[src/rtl/pe_pkg.sv]
// Shared width defaults and saturation-bound helpers for the processing element.
// Bounds are returned as 64-bit values; callers size-cast them to their datapath width.
package pe_pkg;

  localparam int DEF_DATA_W   = 8;
  localparam int DEF_WEIGHT_W = 8;
  localparam int DEF_SUM_W    = 16;
  localparam int DEF_SIGNED   = 1;

  function automatic longint sat_hi(input int sum_w, input bit sgn);
    if (sgn)
      return (longint'(1) <<< (sum_w - 1)) - longint'(1);
    else
      return (longint'(1) <<< sum_w) - longint'(1);
  endfunction

  function automatic longint sat_lo(input int sum_w, input bit sgn);
    if (sgn)
      return -(longint'(1) <<< (sum_w - 1));
    else
      return longint'(0);
  endfunction

endpackage

[src/rtl/pe_dbuf_if.sv]
// Neighbour-facing bus of one systolic PE: west/north inputs, east/south/result outputs.
// The slave modport is the PE's view; master is the driving environment's view.
interface pe_dbuf_if
  import pe_pkg::*;
#(
  parameter int DATA_W   = DEF_DATA_W,
  parameter int WEIGHT_W = DEF_WEIGHT_W,
  parameter int SUM_W    = DEF_SUM_W
) ();

  logic                active;
  logic [DATA_W-1:0]   data_in;
  logic [WEIGHT_W-1:0] w_in;
  logic                weight_wren;
  logic                weight_swap;
  logic [SUM_W-1:0]    sum_in;
  logic                acc_mode;
  logic                acc_clr;

  logic [SUM_W-1:0]    mac_out;
  logic [DATA_W-1:0]   data_out;
  logic [WEIGHT_W-1:0] weight_out;
  logic                weight_wren_out;
  logic                weight_swap_out;
  logic                active_out;
  logic                sat_flag;

  modport master (
    output active, data_in, w_in, weight_wren, weight_swap, sum_in, acc_mode, acc_clr,
    input  mac_out, data_out, weight_out, weight_wren_out, weight_swap_out, active_out,
           sat_flag
  );

  modport slave (
    input  active, data_in, w_in, weight_wren, weight_swap, sum_in, acc_mode, acc_clr,
    output mac_out, data_out, weight_out, weight_wren_out, weight_swap_out, active_out,
           sat_flag
  );

endinterface

[src/rtl/pe_mac_sat.sv]
// Combinational multiply-add with clamping to the SUM_W range; no state.
// Sum is formed two bits wider than SUM_W so neither operand extension can overflow.
module pe_mac_sat
  import pe_pkg::*;
#(
  parameter int DATA_W   = DEF_DATA_W,
  parameter int WEIGHT_W = DEF_WEIGHT_W,
  parameter int SUM_W    = DEF_SUM_W,
  parameter int SIGNED   = DEF_SIGNED
) (
  input  logic [DATA_W-1:0]   data_i,
  input  logic [WEIGHT_W-1:0] weight_i,
  input  logic [SUM_W-1:0]    addend_i,
  output logic [SUM_W-1:0]    result_o,
  output logic                clamp_o
);

  localparam int PW = DATA_W + WEIGHT_W;
  localparam int XW = SUM_W + 2;
  localparam logic signed [XW-1:0] HI = XW'(sat_hi(SUM_W, SIGNED != 0));
  localparam logic signed [XW-1:0] LO = XW'(sat_lo(SUM_W, SIGNED != 0));

  logic                 d_s;
  logic                 w_s;
  logic                 a_s;
  logic                 p_s;
  logic [PW-1:0]        d_ext;
  logic [PW-1:0]        w_ext;
  logic [PW-1:0]        prod;
  logic signed [XW-1:0] sum_x;

  assign d_s = (SIGNED != 0) && data_i[DATA_W-1];
  assign w_s = (SIGNED != 0) && weight_i[WEIGHT_W-1];
  assign a_s = (SIGNED != 0) && addend_i[SUM_W-1];

  // Operands pre-extended to the product width, so the low PW bits are exact for both encodings.
  assign d_ext = {{WEIGHT_W{d_s}}, data_i};
  assign w_ext = {{DATA_W{w_s}}, weight_i};
  assign prod  = d_ext * w_ext;
  assign p_s   = (SIGNED != 0) && prod[PW-1];

  assign sum_x = $signed({{2{a_s}}, addend_i}) + $signed({{(XW-PW){p_s}}, prod});

  always_comb begin
    result_o = sum_x[SUM_W-1:0];
    clamp_o  = 1'b0;
    if (sum_x > HI) begin
      result_o = HI[SUM_W-1:0];
      clamp_o  = 1'b1;
    end else if (sum_x < LO) begin
      result_o = LO[SUM_W-1:0];
      clamp_o  = 1'b1;
    end
  end

endmodule

[src/rtl/pe_dbuf.sv]
// Systolic PE with double-buffered weights (shadow load chain + swap) and a saturating MAC.
// All outputs registered, one cycle input-to-output; reset clears every register asynchronously.
module pe_dbuf
  import pe_pkg::*;
#(
  parameter int DATA_W   = DEF_DATA_W,
  parameter int WEIGHT_W = DEF_WEIGHT_W,
  parameter int SUM_W    = DEF_SUM_W,
  parameter int SIGNED   = DEF_SIGNED
) (
  input logic         clk,
  input logic         rst,
  pe_dbuf_if.slave    bus
);

  logic [WEIGHT_W-1:0] shadow_q, shadow_d;
  logic [WEIGHT_W-1:0] wact_q,   wact_d;
  logic [SUM_W-1:0]    mac_q,    mac_d;
  logic [DATA_W-1:0]   dout_q,   dout_d;
  logic                sat_q,    sat_d;
  logic                wren_q;
  logic                swap_q;
  logic                act_q;

  logic [SUM_W-1:0]    addend;
  logic [SUM_W-1:0]    mac_res;
  logic                mac_clamp;

  // Accumulate mode adds onto our own result; a clear restarts from the current product alone.
  always_comb begin
    addend = bus.sum_in;
    if (bus.acc_mode)
      addend = bus.acc_clr ? '0 : mac_q;
  end

  pe_mac_sat #(
    .DATA_W   (DATA_W),
    .WEIGHT_W (WEIGHT_W),
    .SUM_W    (SUM_W),
    .SIGNED   (SIGNED)
  ) u_mac (
    .data_i   (bus.data_in),
    .weight_i (wact_q),
    .addend_i (addend),
    .result_o (mac_res),
    .clamp_o  (mac_clamp)
  );

  always_comb begin
    shadow_d = shadow_q;
    wact_d   = wact_q;
    mac_d    = mac_q;
    dout_d   = dout_q;
    sat_d    = sat_q;
    if (bus.weight_wren)
      shadow_d = bus.w_in;
    if (bus.weight_swap)
      wact_d = shadow_q;
    if (bus.active) begin
      mac_d  = mac_res;
      dout_d = bus.data_in;
    end
    // A clamp in the same cycle as a clear wins, so the overflow is never lost.
    if (bus.active && mac_clamp)
      sat_d = 1'b1;
    else if (bus.acc_clr)
      sat_d = 1'b0;
  end

  always_ff @(posedge clk or posedge rst) begin
    if (rst) begin
      shadow_q <= '0;
      wact_q   <= '0;
      mac_q    <= '0;
      dout_q   <= '0;
      sat_q    <= 1'b0;
      wren_q   <= 1'b0;
      swap_q   <= 1'b0;
      act_q    <= 1'b0;
    end else begin
      shadow_q <= shadow_d;
      wact_q   <= wact_d;
      mac_q    <= mac_d;
      dout_q   <= dout_d;
      sat_q    <= sat_d;
      wren_q   <= bus.weight_wren;
      swap_q   <= bus.weight_swap;
      act_q    <= bus.active;
    end
  end

  assign bus.mac_out         = mac_q;
  assign bus.data_out        = dout_q;
  assign bus.weight_out      = shadow_q;
  assign bus.weight_wren_out = wren_q;
  assign bus.weight_swap_out = swap_q;
  assign bus.active_out      = act_q;
  assign bus.sat_flag        = sat_q;

endmodule

[src/flat_wrapper.sv]
// flat-port wrapper written by rule: the top's interface ports become plain ports
module pe_dbuf_flat import pe_pkg::*;
#(
  parameter int DATA_W   = DEF_DATA_W,
  parameter int WEIGHT_W = DEF_WEIGHT_W,
  parameter int SUM_W    = DEF_SUM_W,
  parameter int SIGNED   = DEF_SIGNED
)
  (clk, rst, bus_active, bus_data_in, bus_w_in, bus_weight_wren, bus_weight_swap, bus_sum_in, bus_acc_mode, bus_acc_clr, bus_mac_out, bus_data_out, bus_weight_out, bus_weight_wren_out, bus_weight_swap_out, bus_active_out, bus_sat_flag);
  pe_dbuf_if #(.DATA_W(DATA_W), .WEIGHT_W(WEIGHT_W), .SUM_W(SUM_W)) bus_i ();
  input logic clk;
  input logic rst;
  input wire logic [$bits(bus_i.active)-1:0] bus_active;
  input wire logic [$bits(bus_i.data_in)-1:0] bus_data_in;
  input wire logic [$bits(bus_i.w_in)-1:0] bus_w_in;
  input wire logic [$bits(bus_i.weight_wren)-1:0] bus_weight_wren;
  input wire logic [$bits(bus_i.weight_swap)-1:0] bus_weight_swap;
  input wire logic [$bits(bus_i.sum_in)-1:0] bus_sum_in;
  input wire logic [$bits(bus_i.acc_mode)-1:0] bus_acc_mode;
  input wire logic [$bits(bus_i.acc_clr)-1:0] bus_acc_clr;
  output wire logic [$bits(bus_i.mac_out)-1:0] bus_mac_out;
  output wire logic [$bits(bus_i.data_out)-1:0] bus_data_out;
  output wire logic [$bits(bus_i.weight_out)-1:0] bus_weight_out;
  output wire logic [$bits(bus_i.weight_wren_out)-1:0] bus_weight_wren_out;
  output wire logic [$bits(bus_i.weight_swap_out)-1:0] bus_weight_swap_out;
  output wire logic [$bits(bus_i.active_out)-1:0] bus_active_out;
  output wire logic [$bits(bus_i.sat_flag)-1:0] bus_sat_flag;
  assign bus_i.active = bus_active;
  assign bus_i.data_in = bus_data_in;
  assign bus_i.w_in = bus_w_in;
  assign bus_i.weight_wren = bus_weight_wren;
  assign bus_i.weight_swap = bus_weight_swap;
  assign bus_i.sum_in = bus_sum_in;
  assign bus_i.acc_mode = bus_acc_mode;
  assign bus_i.acc_clr = bus_acc_clr;
  assign bus_mac_out = bus_i.mac_out;
  assign bus_data_out = bus_i.data_out;
  assign bus_weight_out = bus_i.weight_out;
  assign bus_weight_wren_out = bus_i.weight_wren_out;
  assign bus_weight_swap_out = bus_i.weight_swap_out;
  assign bus_active_out = bus_i.active_out;
  assign bus_sat_flag = bus_i.sat_flag;
  pe_dbuf #(.DATA_W(DATA_W), .WEIGHT_W(WEIGHT_W), .SUM_W(SUM_W), .SIGNED(SIGNED)) u_core (.clk(clk), .rst(rst), .bus(bus_i));
endmodule
[config.mk]
export PLATFORM = sky130hd
export DESIGN_NAME = pe_dbuf_flat
export DESIGN_NICKNAME = d
export VERILOG_FILES = /design/src/rtl/pe_pkg.sv /design/src/rtl/pe_dbuf_if.sv /design/src/rtl/pe_mac_sat.sv /design/src/rtl/pe_dbuf.sv /design/src/flat_wrapper.sv
export SDC_FILE = /design/constraint.sdc
export NUM_CORES = 1
export LEC_CHECK = 0
export ABC_CLOCK_PERIOD_IN_PS = 5750
export BUFFER_PORTS_ARGS = -buffer_cell sky130_fd_sc_hd__buf_2
export CORE_MARGIN = 1.5
export CORE_UTILIZATION = 50
export DETAILED_ROUTE_END_ITERATION = 7
export GPL_TIMING_DRIVEN = 0
export PLACE_DENSITY = 0.72
export SLEW_MARGIN = 15
export SYNTH_ARGS = -nofsm -noshare
export SYNTH_HDL_FRONTEND = slang
export SYNTH_SLANG_ARGS = --single-unit
[constraint.sdc]
create_clock -name clk -period 5.75 [get_ports clk]
set_input_delay 0.8625 -clock clk [delete_from_list [all_inputs] [get_ports clk]]
set_output_delay 0.8625 -clock clk [all_outputs]
set_load 0.02 [all_outputs]
* After elaboration in Yosys (flattened, before gate mapping)
Index checks and enable logic that the tools add are counted.
** Word-level totals
- Register bits :: 44
- Output and inout port bits :: 36
- Logic and storage cells :: 22
** Operators by class
- Add/subtract/negate cells :: 1
- Multipliers :: 1
- $lt $le $gt $ge :: 2
- Mux-type cells :: 8
- Reductions and logical operators :: 2
** Operators by type and width (number)
- two-way mux 16 bit :: 4
- adder 16 x 16 -> 17 bit :: 1
- > comparator 17 x 16 -> 1 bit (second input constant) :: 1
- less-than comparator 17 x 16 -> 1 bit (second input constant) :: 1
- multiplier 8 x 8 -> 16 bit :: 1
- two-way mux 1 bit :: 4
- nonzero test 2 bit :: 1
- logical AND 1 bit :: 1

* Logic depth before layout (Yosys ltp)
Gate-level depths: netlist of the first run.
- Word-level depth :: 8
- Mapped depth :: 23
- Depth with buffers taken out :: 20

* Hierarchy
From an unflattened synthesis of the first run, not the netlist that was laid out.
** Second synthesis, totals
- Cell total of the unflattened synthesis :: 491
- Area total of the unflattened synthesis :: 5203.7 µm²
** By module, submodules not included
- pe_mac_sat :: instances 1, cells an instance 355, area an instance 3256.9 µm²
- pe_dbuf :: instances 1, cells an instance 136, area an instance 1946.9 µm²

* Worst setup path after synthesis of the first run
Ideal clock, no wire load.
- Path type :: input to register
- Start :: in bus_acc_mode
- End :: reg u_core.mac_q[10], in the netlist u_core.bus.mac_out[10]
- Arrival time :: 5.956 ns
- Slack :: -0.302 ns
- Stages :: 21
- Cell sequence :: clkbuf_1 > nor2b_1 > clkbuf_1 > a21oi_1 > fa_1 > inv_1 > fa_1 > inv_1 > fa_1 > inv_1 > fa_1 > fa_1 > ha_1 > and2_1 > o21ai_2 > a31oi_2 > a211o_1 > o221ai_2 > buf_6 > nand2_4 > a311oi_2
** Between the ends
- Cells in the longest elaborated chain, start to end :: 5
** RTL lines
- from (decl) :: line flat_wrapper.sv:19 : input wire logic [$bits(bus_i.acc_mode)-1:0] bus_acc_mode;
- two-way mux 16 bit * :: line pe_dbuf.sv:32 : if (bus.acc_mode)
- adder 16 x 16 -> 17 bit * :: line pe_mac_sat.sv:42 : assign sum_x = $signed({{2{a_s}}, addend_i}) + $signed({{(XW-PW){p_s}}, prod});
- less-than comparator 17 x 16 -> 1 bit :: line pe_mac_sat.sv:50 : end else if (sum_x < LO) begin
- two-way mux 16 bit :: line pe_mac_sat.sv:50
- two-way mux 16 bit * :: line pe_mac_sat.sv:47 : if (sum_x > HI) begin
- to (signal assigned) :: line pe_dbuf.sv:83 : mac_q <= mac_d;
- to (decl) :: line pe_dbuf.sv:18 : logic [SUM_W-1:0] mac_q, mac_d;
Mark *: on every way between the ends. The rest lies on a longest branch, timed or not.
A chain may end at the register's enable or synchronous reset.

* Worst setup path in the final report of the first run
- Start :: in bus_acc_mode
- End :: reg u_core.mac_q[5], in the netlist u_core.bus.mac_out[5]
The elaborated chain is that of the path after synthesis.

==> results_dict.tcl, run 1 <==
set metrics [dict create \
    result_of_the_run "finished clean" \
    floorplan.die.height_um 104 \
    synth_xor_xnor_area_share_pct 3.48 \
    cts_buffers 5 \
    floorplan.io_pins 75 \
    antenna_cells 0 \
    synth_compound_gate_area_share_pct 10.3 \
    worst_setup_ep_type "flop" \
    synth.yosys.seq_area_share_pct 21.7 \
    net_count_after_synthesis 639 \
    antenna_found_initial 0 \
    launch_point_of_the_worst_reg_to_reg_path "u_core.wact_q[0]" \
    fillCellCount 837 \
    busiest_layer "met2" \
    total_global_routing_overflow 0 \
    root_buffer "sky130_fd_sc_hd__clkbuf_8" \
    synthDistinctLibCells 47 \
    final_hold_viol_count 0 \
    min-delay-start "u_core.bus.data_out[0]" \
    worstSetupPathType "in2reg" \
    crit_required_ns 5.98 \
    port_buffers 71 \
    placementRows 36 \
    flow.area_growth_from_synthesis_pct 19.4 \
    design.core.area_um2 9820 \
    timing.final.setup_violations 0 \
    largest_family_of_logic_cells_by_synthesized_area "adder cells" \
    fin_tns_setup_ns 0 \
    grt_start_max_net_pins 25 \
    grt.total_usage_pct 21.5 \
    global_route.usage.met3_pct 2.08 \
    drtIter0Drc 189 \
    drc_errors 0 \
    fin_crit_ns 5.58 \
    period_share_pct 97.0 \
    synth.cell_area_um2 5070 \
    netlist_instances 485 \
    finalWeightedCongestion 0.805 \
    dominantRegCellSynth "sky130_fd_sc_hd__dfrtp_1" \
    grtUsageMet1_pct 28.4 \
    detail_route.first_pass.iterations 4 \
    startpoint "bus_acc_mode" \
    nNetsFinal 730 \
    yosys_warnings 0 \
    grt_pass1_wl_mm 18.4 \
    drive_gt1_share_pct 28.9 \
    dieWidth_um 104 \
    cts_max_level 2 \
    tightestPinTransition_ns 0.752 \
    detail_route.vias_per_cell 5.33 \
    clock-skew-final_ns 0.00755 \
    post_synth_fa_ha_maj_area_fraction_pct 40.0 \
    proportion_of_register_bits_with_asynchronous_set_or_reset_after_synthesis_pct 100 \
    initial_core_util_pct 51.7 \
    critPathLaunchType "input pin" \
    clock_insertion_delay_worst_skew_ns 0.31 \
    hold_class "reg2reg" \
    routed-via-count 3787 \
    max_clock_freq_mhz 179 \
    design.die.area_um2 10800 \
    cts_max_path_buffers 2 \
    synthesized_area_per_cell_um2 10.5 \
    holdBufCountCts 0 \
    clkSlewWorstSetupHoldPaths_ns 0.09 \
    slew_viol_final 0 \
    fin_util_pct 61.7 \
    grt_use_met2_pct 37.6 \
    total_wirelength_of_the_detailed_routed_design_mm 11.4 \
    first_global_vias 3815 \
    detail_route.wl_per_cell_um 16.0 \
    synth-simple-area-share_pct 10.9 \
    detail-route-antenna-nets 0 \
    dp.final_hpwl_mm 8.85 \
    post_synthesis_sequential_element_count 44 \
    fin_hold_ws_ns 0.508 \
    cap_viol_max_count 0 \
    crit_fanout 10 \
    clock-sinks 44 \
    cts_tree "built" \
    synthMuxAreaShare_pct 5.75 \
    post_synth_edffs 0 \
    relSlewSlack_pct 49.9 \
    critPathArrivalTime_ns 5.81 \
]
[final cells by class]
class	instances	area, µm²	share of cell area, %
clock inverter	2	38.8	0.640
sequential	44	1100	18.2
inverter	86	327	5.39
timing repair buffer	86	508	8.38
buffer	14	97.6	1.61
multi-input combinational	339	3740	61.7
tap	133	166	2.75
clock buffer	6	82.6	1.36
[synthesized netlist by cell type (5+ instances only)]
master / n / area, µm²
sky130_fd_sc_hd__clkbuf_1: 12 / 45.0
sky130_fd_sc_hd__a21oi_1: 22 / 110
sky130_fd_sc_hd__nor2_1: 15 / 56.3
sky130_fd_sc_hd__nor2b_1: 15 / 93.8
sky130_fd_sc_hd__mux2_2: 25 / 282
sky130_fd_sc_hd__a311oi_2: 5 / 75.1
sky130_fd_sc_hd__inv_1: 85 / 319
sky130_fd_sc_hd__and2_1: 33 / 206
sky130_fd_sc_hd__nand2_1: 32 / 120
sky130_fd_sc_hd__o21ai_0: 13 / 65.1
sky130_fd_sc_hd__fa_1: 76 / 1520
sky130_fd_sc_hd__dfrtp_1: 44 / 1100
sky130_fd_sc_hd__o2bb2ai_1: 7 / 61.3
sky130_fd_sc_hd__xnor2_1: 15 / 131
sky130_fd_sc_hd__ha_1: 39 / 488
[critical path: stages]
cell and delay (ns):
sky130_fd_sc_hd__buf_8 0.11, sky130_fd_sc_hd__nor2b_4 0.24, sky130_fd_sc_hd__buf_8 0.15, sky130_fd_sc_hd__a21oi_1 0.12, sky130_fd_sc_hd__fa_1 0.55, sky130_fd_sc_hd__inv_1 0.05
sky130_fd_sc_hd__fa_1 0.51, sky130_fd_sc_hd__fa_1 0.44, sky130_fd_sc_hd__fa_1 0.49, sky130_fd_sc_hd__ha_1 0.31, sky130_fd_sc_hd__ha_2 0.33, sky130_fd_sc_hd__or2_1 0.25
sky130_fd_sc_hd__a21oi_2 0.18, sky130_fd_sc_hd__a31oi_4 0.06, sky130_fd_sc_hd__a211o_1 0.35, sky130_fd_sc_hd__o221ai_4 0.25, sky130_fd_sc_hd__buf_6 0.19, sky130_fd_sc_hd__buf_4 0.12
sky130_fd_sc_hd__a21oi_1 0.08, sky130_fd_sc_hd__o2bb2ai_1 0.17
[final timing paths]
path	endpoint	slack [ns]	depth (start not counted)
setup / recovery	u_core.bus.mac_out[5]	0.17	20
hold / removal	u_core.bus.data_out[0]	0.51	1
setup reg to reg	u_core.bus.mac_out[5]	0.28	18
hold reg to reg	u_core.bus.data_out[0]	0.51	1
max in group asynchronous	u_core.bus.mac_out[13]	4.66	3
min in group asynchronous	u_core.wact_q[7]	0.58	2
[cells in the final DEF (no fill, tap or decap), types with 4 or more instances in the layout]
cell type	instances
sky130_fd_sc_hd__dfrtp_1	44
sky130_fd_sc_hd__nor2_1	15
sky130_fd_sc_hd__a311oi_2	5
sky130_fd_sc_hd__and2_1	32
sky130_fd_sc_hd__fa_1	73
sky130_fd_sc_hd__clkbuf_1	5
sky130_fd_sc_hd__mux2_2	25
sky130_fd_sc_hd__clkbuf_8	6
sky130_fd_sc_hd__xnor2_1	14
sky130_fd_sc_hd__ha_4	6
sky130_fd_sc_hd__a21oi_1	18
sky130_fd_sc_hd__o2bb2ai_1	7
sky130_fd_sc_hd__ha_1	30
sky130_fd_sc_hd__nor2b_1	13
sky130_fd_sc_hd__buf_4	14
sky130_fd_sc_hd__a21oi_2	5
sky130_fd_sc_hd__a31oi_1	4
sky130_fd_sc_hd__nand2_1	32
sky130_fd_sc_hd__a21o_1	4
sky130_fd_sc_hd__o21ai_0	13
sky130_fd_sc_hd__buf_2	70
sky130_fd_sc_hd__inv_1	83
[sequential cells by signal, summed over array words and instances, names as in the netlist]
register                    cells
u_core.bus.weight_out           8
u_core.bus.weight_swap_out      1
u_core.bus.active_out           1
u_core.bus.weight_wren_out      1
u_core.bus.sat_flag             1
u_core.wact_q                   8
u_core.bus.mac_out             16
u_core.bus.data_out             8
[metal layers]
layer / part of all wire [%] / up-vias / wire length (µm)
li1: - / 1730 / -
met1: 40 / 1961 / 4560
met2: 54 / 81 / 6160
met3: 3.6 / 15 / 410
met4: 2.0 / 0 / 222
met5: 0 / - / 0
[timing repair]
item,4_1_cts,5_1_grt
pin swaps,1,12
endpoints found under the setup margin,17,17
gates cloned,1,1
buffers inserted,4,8
gates resized for setup,8,36
[kinds of logic (layout without fill, tap and decap cells)]
logic type      count (synthesis)  count (layout)
compound gates                 73              73
simple gates                  105             105
mux                            26              26
flops                          44              44
fa+ha+maj                     117             117
buf+inv                       102             194
xor+xnor                       18              18
[per-stage QoR]
step / area [µm²] / std cells / worst slack, ns
2_1_floorplan: 5090 / 485 / 0.0259
3_3_place_gp: 5610 / 689 / -0.420
3_5_place_dp: 5640 / 690 / -0.505
4_1_cts: 5840 / 702 / 0.00971
5_1_grt: 6060 / 710 / -0.0346
6_report: 6060 / 710 / 0.172
Power of run 1 is not shown: default switching activity piles up to over one toggle a cycle in this logic, so the estimate is an artifact.
==> inputs of run 2 (changes only) <==
--- a/config.mk
+++ b/config.mk
@@ -5,10 +5,11 @@
 export SDC_FILE = /design/constraint.sdc
 export NUM_CORES = 1
 export LEC_CHECK = 0
-export ABC_CLOCK_PERIOD_IN_PS = 5750
+export ABC_CLOCK_PERIOD_IN_PS = 6150
 export BUFFER_PORTS_ARGS = -buffer_cell sky130_fd_sc_hd__buf_2
 export CORE_MARGIN = 1.5
 export CORE_UTILIZATION = 50
+export CTS_CLUSTER_SIZE = 20
 export DETAILED_ROUTE_END_ITERATION = 7
 export GPL_TIMING_DRIVEN = 0
 export PLACE_DENSITY = 0.72
==> constraint.sdc (replaced) <==
create_clock -name clk -period 6.15 [get_ports clk]
set_input_delay 0.9225 -clock clk [delete_from_list [all_inputs] [get_ports clk]]
set_output_delay 0.9225 -clock clk [all_outputs]
set_load 0.02 [all_outputs]
==> run 2 against run 1 <==
  * Utilization fell by 2.9 points
  * Final area shrank 4.7%
  * First-iteration DRC count decreased by 26%
  * Non-clock buffer count fell by 10
  * Sequential cell count unchanged
  * Via count decreased by 4.3%
  * Clock skew shrank 0.0012 ns
  * Setup slack better by 0.10 ns
  * Count of clock-buffer cells in the layout fell by 1
==> results_dict.tcl, run 2 (synthesized netlist as in run 1, its figures left out) <==
set metrics [dict create \
    regToRegSetupSlack_ns 0.48 \
    initial_core_util_pct 51.7 \
    final_hold_viol_count 0 \
    result_of_the_run "finished clean" \
    multi_input_comb_area_um2 3610 \
    grt_pass1_wl_mm 17.8 \
    cts_max_level 2 \
    mostFrequentLayoutCells "sky130_fd_sc_hd__inv_1, sky130_fd_sc_hd__fa_1, sky130_fd_sc_hd__buf_2, sky130_fd_sc_hd__dfrtp_1, sky130_fd_sc_hd__ha_1" \
    dpl_worst_slack_ns -0.744 \
    fin_crit_ns 5.88 \
    flow.area_growth_from_synthesis_pct 13.8 \
    relSlewSlack_pct 50.8 \
    design.die.area_um2 10800 \
    grt.total_usage_pct 20.7 \
    tightestPinTransition_ns 0.738 \
    port_buffers 71 \
    design.core.area_um2 9820 \
    cp_common_cell "sky130_fd_sc_hd__fa_1" \
    placementRows 36 \
    worst_path_top_cell_family_by_delay "adder cells" \
    worstHoldEndpoint "u_core.bus.data_out[5]" \
    clkSlewWorstSetupHoldPaths_ns 0.08 \
    layout_commonest_cell "sky130_fd_sc_hd__inv_1" \
    worst_setup_ep_type "flop" \
    worst_r2r_endpoint "u_core.bus.mac_out[12]" \
    clock-sinks 44 \
    ff_latch_area_um2 1100 \
    cts_tree "built" \
    hold_class "reg2reg" \
    timing.final.setup_violations 0 \
    floorplan.die.height_um 104 \
    launch_point_of_the_worst_reg_to_reg_path "u_core.wact_q[1]" \
    timing.critical_path.buf_inv 6 \
    clock_insertion_delay_worst_skew_ns 0.31 \
    finalWorstSetupSlack_ns 0.274 \
    detail-route-antenna-nets 0 \
    grt_start_max_net_pins 25 \
    crit_path_cell_trace "clkbuf_4, nor2b_4, buf_4, a21oi_1, fa_1, inv_1, fa_1, inv_1, fa_1, inv_1, fa_1, fa_1, ha_1, and2_1, o21ai_2, a31oi_4, a211o_1, o221ai_4, buf_6, nand2_4, a311oi_2" \
    fin_hold_ws_ns 0.507 \
    cts_buffers 5 \
    reg2reg_depth 18 \
    fillCellCount 875 \
    dp.final_hpwl_mm 8.78 \
    crit_fanout 10 \
    clock-skew-final_ns 0.00631 \
    max_clock_freq_mhz 170 \
    cap_viol_max_count 0 \
    routed-via-count 3624 \
    total_global_routing_overflow 0 \
    worstSetupPathType "in2reg" \
    fin_util_pct 58.8 \
    total_wirelength_of_the_detailed_routed_design_mm 10.4 \
    slew_viol_final 0 \
    drtIter0Drc 139 \
    hold_depth 1 \
    drive_gt1_share_pct 23.3 \
    antenna_found_initial 0 \
    flip_flop_count_of_the_largest_register_after_layout 16 \
    detail_route.wl_per_cell_um 14.9 \
    cts_max_path_buffers 2 \
    postLayoutCellArea_um2 5770 \
    finalWeightedCongestion 0.799 \
    root_buffer "sky130_fd_sc_hd__clkbuf_8" \
    crit_required_ns 6.36 \
    rsz0062_at_grt "no" \
    critPathMaxStageDelay_ns 0.50 \
    nNetsFinal 720 \
    dieWidth_um 104 \
    antenna_cells 0 \
    min-delay-start "u_core.bus.data_out[5]" \
    drc_errors 0 \
    critPathArrivalTime_ns 6.08 \
    detail_route.vias_per_cell 5.18 \
    holdBufCountCts 0 \
    detail_route.first_pass.iterations 4 \
    period_share_pct 95.5 \
    first_global_vias 3832 \
    detailed_place.area_um2 5620 \
    critPathLaunchType "input pin" \
    timing.critical_path.slowest_stage_cell "sky130_fd_sc_hd__fa_1" \
    floorplan.io_pins 75 \
]
run 2: cell types whose count changed in the layout (fill, tap and decap cells not counted), sizes merged:
cell      previous run  this run
buf                 90        80
clkinvlp             1         2
clkbuf              16        15
bufinv               1         0
run 2: what timing repair did:
item	in CTS	in global routing
endpoints found under the setup margin	17	17
gates resized for setup	3	12
pin swaps	0	0
setup buffers	0	3
run 2: stage by stage:
| step | instances | TNS, ns |
|---|---|---|
| floorplan | 485 | 0 |
| global placement | 689 | -10.13 |
| detailed placement | 690 | -12.03 |
| CTS | 697 | 0 |
| global route | 699 | 0 |
| finish | 699 | 0 |
run 2: worst max path at each step:
stage | from | end | slack, ns | cells after the start
after floorplan | bus_acc_mode | u_core.bus.mac_out[10] | 0.04 | 21
after global placement | bus_acc_mode | u_core.bus.mac_out[12] | -0.64 | 21
after detailed placement | bus_acc_mode | u_core.bus.mac_out[12] | -0.74 | 21
after CTS | bus_acc_mode | u_core.bus.mac_out[12] | 0.006 | 21
after global routing | bus_acc_mode | u_core.bus.mac_out[6] | 0.04 | 21
final | bus_acc_mode | u_core.bus.mac_out[12] | 0.27 | 21
run 2: routing by layer:
| layer | vias up | share of wire [%] | global-route usage [%] | wire (µm) |
|---|---|---|---|---|
| met5 | - | 0 | 0 | 0 |
| li1 | 1707 | - | - | - |
| met3 | 13 | 2.2 | 2.45 | 228 |
| met2 | 53 | 53 | 36.5 | 5490 |
| met1 | 1851 | 43 | 26.6 | 4460 |
| met4 | 0 | 2.2 | 7.04 | 233 |
run 2: cell type report:
cell class                 count  area share [%]
multi-input combinational    339            62.6
timing repair buffer          75            7.02
clock inverter                 2           0.217
sequential                    44            19.1
buffer                        15            1.32
tap                          133            2.88
inverter                      86            5.66
clock buffer                   5            1.19
Power of run 2 is left out for the same reason.
==> inputs of run 3 (changes only) <==
--- a/config.mk
+++ b/config.mk
@@ -12,7 +12,8 @@
 export CTS_CLUSTER_SIZE = 20
 export DETAILED_ROUTE_END_ITERATION = 7
 export GPL_TIMING_DRIVEN = 0
-export PLACE_DENSITY = 0.72
+export HOLD_SLACK_MARGIN = 0.03
+export PLACE_DENSITY_LB_ADDON = 0.05
 export SLEW_MARGIN = 15
 export SYNTH_ARGS = -nofsm -noshare
 export SYNTH_HDL_FRONTEND = slang
==> run 3 against run 2 <==
  * Setup slack barely moved
  * Hold slack better by 0.0026 ns
  * Via count did not move
==> results_dict.tcl, run 3 (synthesized netlist as in run 1, its figures left out) <==
set metrics [dict create \
    drtIter0Drc 87 \
    design.die.area_um2 10800 \
    cts_max_level 2 \
    worstSetupPathType "in2reg" \
    cts_max_path_buffers 2 \
    drc_errors 0 \
    mostFrequentLayoutCells "sky130_fd_sc_hd__inv_1, sky130_fd_sc_hd__fa_1, sky130_fd_sc_hd__buf_2, sky130_fd_sc_hd__dfrtp_1, sky130_fd_sc_hd__ha_1" \
    cap_viol_max_count 0 \
    crit_path_cell_trace "buf_2, and2_2, clkinvlp_4, fa_1, inv_1, fa_1, fa_1, fa_1, fa_1, ha_1, and2_1, o21ai_2, a31oi_4, a211o_1, o221ai_4, buf_6, nor3_4, buf_4, a311oi_2" \
    critPathArrivalTime_ns 6.10 \
    regToRegSetupSlack_ns 0.45 \
    placementRows 36 \
    clock-skew-final_ns 0.00771 \
    fin_crit_ns 5.88 \
    detail-route-antenna-nets 0 \
    root_buffer "sky130_fd_sc_hd__clkbuf_8" \
    routed-via-count 3624 \
    total_global_routing_overflow 0 \
    critPathMaxStageDelay_ns 0.54 \
    design.core.area_um2 9820 \
    detail_route.first_pass.iterations 4 \
    period_share_pct 95.5 \
    detail_route.wl_per_cell_um 15.2 \
    flow.area_growth_from_synthesis_pct 15.1 \
    floorplan.io_pins 75 \
    timing.critical_path.buf_inv 5 \
    critPathLaunchType "input pin" \
    multi_input_comb_area_um2 3610 \
    clkSlewWorstSetupHoldPaths_ns 0.09 \
    dp.final_hpwl_mm 8.94 \
    crit_fanout 10 \
    initial_core_util_pct 51.7 \
    holdBufCountCts 0 \
    grt_pass1_wl_mm 18.6 \
    first_global_vias 3766 \
    flip_flop_count_of_the_largest_register_after_layout 16 \
    finalWorstSetupSlack_ns 0.274 \
    worst_path_top_cell_family_by_delay "adder cells" \
    layout_commonest_cell "sky130_fd_sc_hd__inv_1" \
    relSlewSlack_pct 53.2 \
    detail_route.vias_per_cell 5.15 \
    port_buffers 71 \
    total_wirelength_of_the_detailed_routed_design_mm 10.7 \
    hold_class "reg2reg" \
    crit_required_ns 6.38 \
    grt.total_usage_pct 21.5 \
    dieWidth_um 104 \
    dpl_worst_slack_ns -0.831 \
    tightestPinTransition_ns 0.702 \
    ff_latch_area_um2 1100 \
    clock-sinks 44 \
    cts_buffers 5 \
    nNetsFinal 724 \
    result_of_the_run "finished clean" \
    cp_common_cell "sky130_fd_sc_hd__fa_1" \
    drive_gt1_share_pct 24.2 \
    worst_setup_ep_type "flop" \
    slew_viol_final 0 \
    antenna_cells 0 \
    max_clock_freq_mhz 170 \
    clock_insertion_delay_worst_skew_ns 0.32 \
    final_hold_viol_count 0 \
    timing.final.setup_violations 0 \
    finalWeightedCongestion 0.834 \
    cts_tree "built" \
    rsz0062_at_grt "no" \
    timing.critical_path.slowest_stage_cell "sky130_fd_sc_hd__fa_1" \
    antenna_found_initial 0 \
    floorplan.die.height_um 104 \
    fillCellCount 911 \
    grt_start_max_net_pins 26 \
]
run 3: cell count changes in the layout (fill, tap and decap cells not counted):
cell and change:
sky130_fd_sc_hd__buf_4 +3, sky130_fd_sc_hd__a2111oi_1 +1, sky130_fd_sc_hd__a2111oi_2 -1, sky130_fd_sc_hd__and2_1 -1, sky130_fd_sc_hd__and2_2 +1, sky130_fd_sc_hd__buf_6 +1
sky130_fd_sc_hd__bufinv_16 +1, sky130_fd_sc_hd__clkinv_2 -1, sky130_fd_sc_hd__inv_6 +1, sky130_fd_sc_hd__nor2b_1 -1, sky130_fd_sc_hd__nor2b_2 +1
run 3: per-stage QoR:
stage	TNS (ns)	instance area (µm²)	util [%]	hold WS (ns)	instances
after global routing	0	5840	59.5	0.539	704
after floorplan	0	5070	-	0.579	485
final	0	5840	59.5	0.509	704
after CTS	0	5750	58.5	0.513	698
after detailed placement	-12.85	5620	57.3	0.491	690
after global placement	-12.01	5600	57.0	0.485	689
run 3: layout make-up:
class	count	area share (%)
well taps	133	2.85
flip-flops and latches	44	18.9
clock buffers	5	1.18
inverters	86	5.59
clock inverters	3	0.793
plain buffers	15	1.37
repair buffers	79	7.46
multi-input cells	339	61.9
run 3: worst register-to-register path: cells and delay by family (launching register included):
kind	cells	cell delay, ns
and+or+nand+nor	3	0.53
DFF	1	0.56
AOI/OAI and AO/OA	5	1.06
buffers and inverters	4	0.63
adders and majority gates	6	2.82
run 3: metal layers:
layer	vias to the layer above	share of wire [%]	GRT usage, %
met5	-	0	0
met4	0	0.77	3.87
met3	7	3.9	2.83
met2	55	51	36.3
met1	1846	44	30.1
li1	1716	-	-
run 3: worst paths after layout:
check,start,endpoint,cells after the start
worst max-delay path,bus_data_in[7],u_core.bus.mac_out[7],19
worst min register to register,u_core.bus.data_out[7],u_core.bus.data_out[7],1
worst max register to register,u_core.wact_q[0],u_core.bus.mac_out[7],18
min in group asynchronous,rst,u_core.wact_q[0],2
worst min-delay path,u_core.bus.data_out[7],u_core.bus.data_out[7],1
max in group asynchronous,rst,u_core.bus.data_out[2],3
run 3: what timing repair did:
action                     CTS  global route
setup endpoints to repair   17            17
setup buffers                0             7
gates cloned                 0             0
pin swaps                    0             3
gates resized for setup      4            12
Power of run 3 is left out for the same reason.
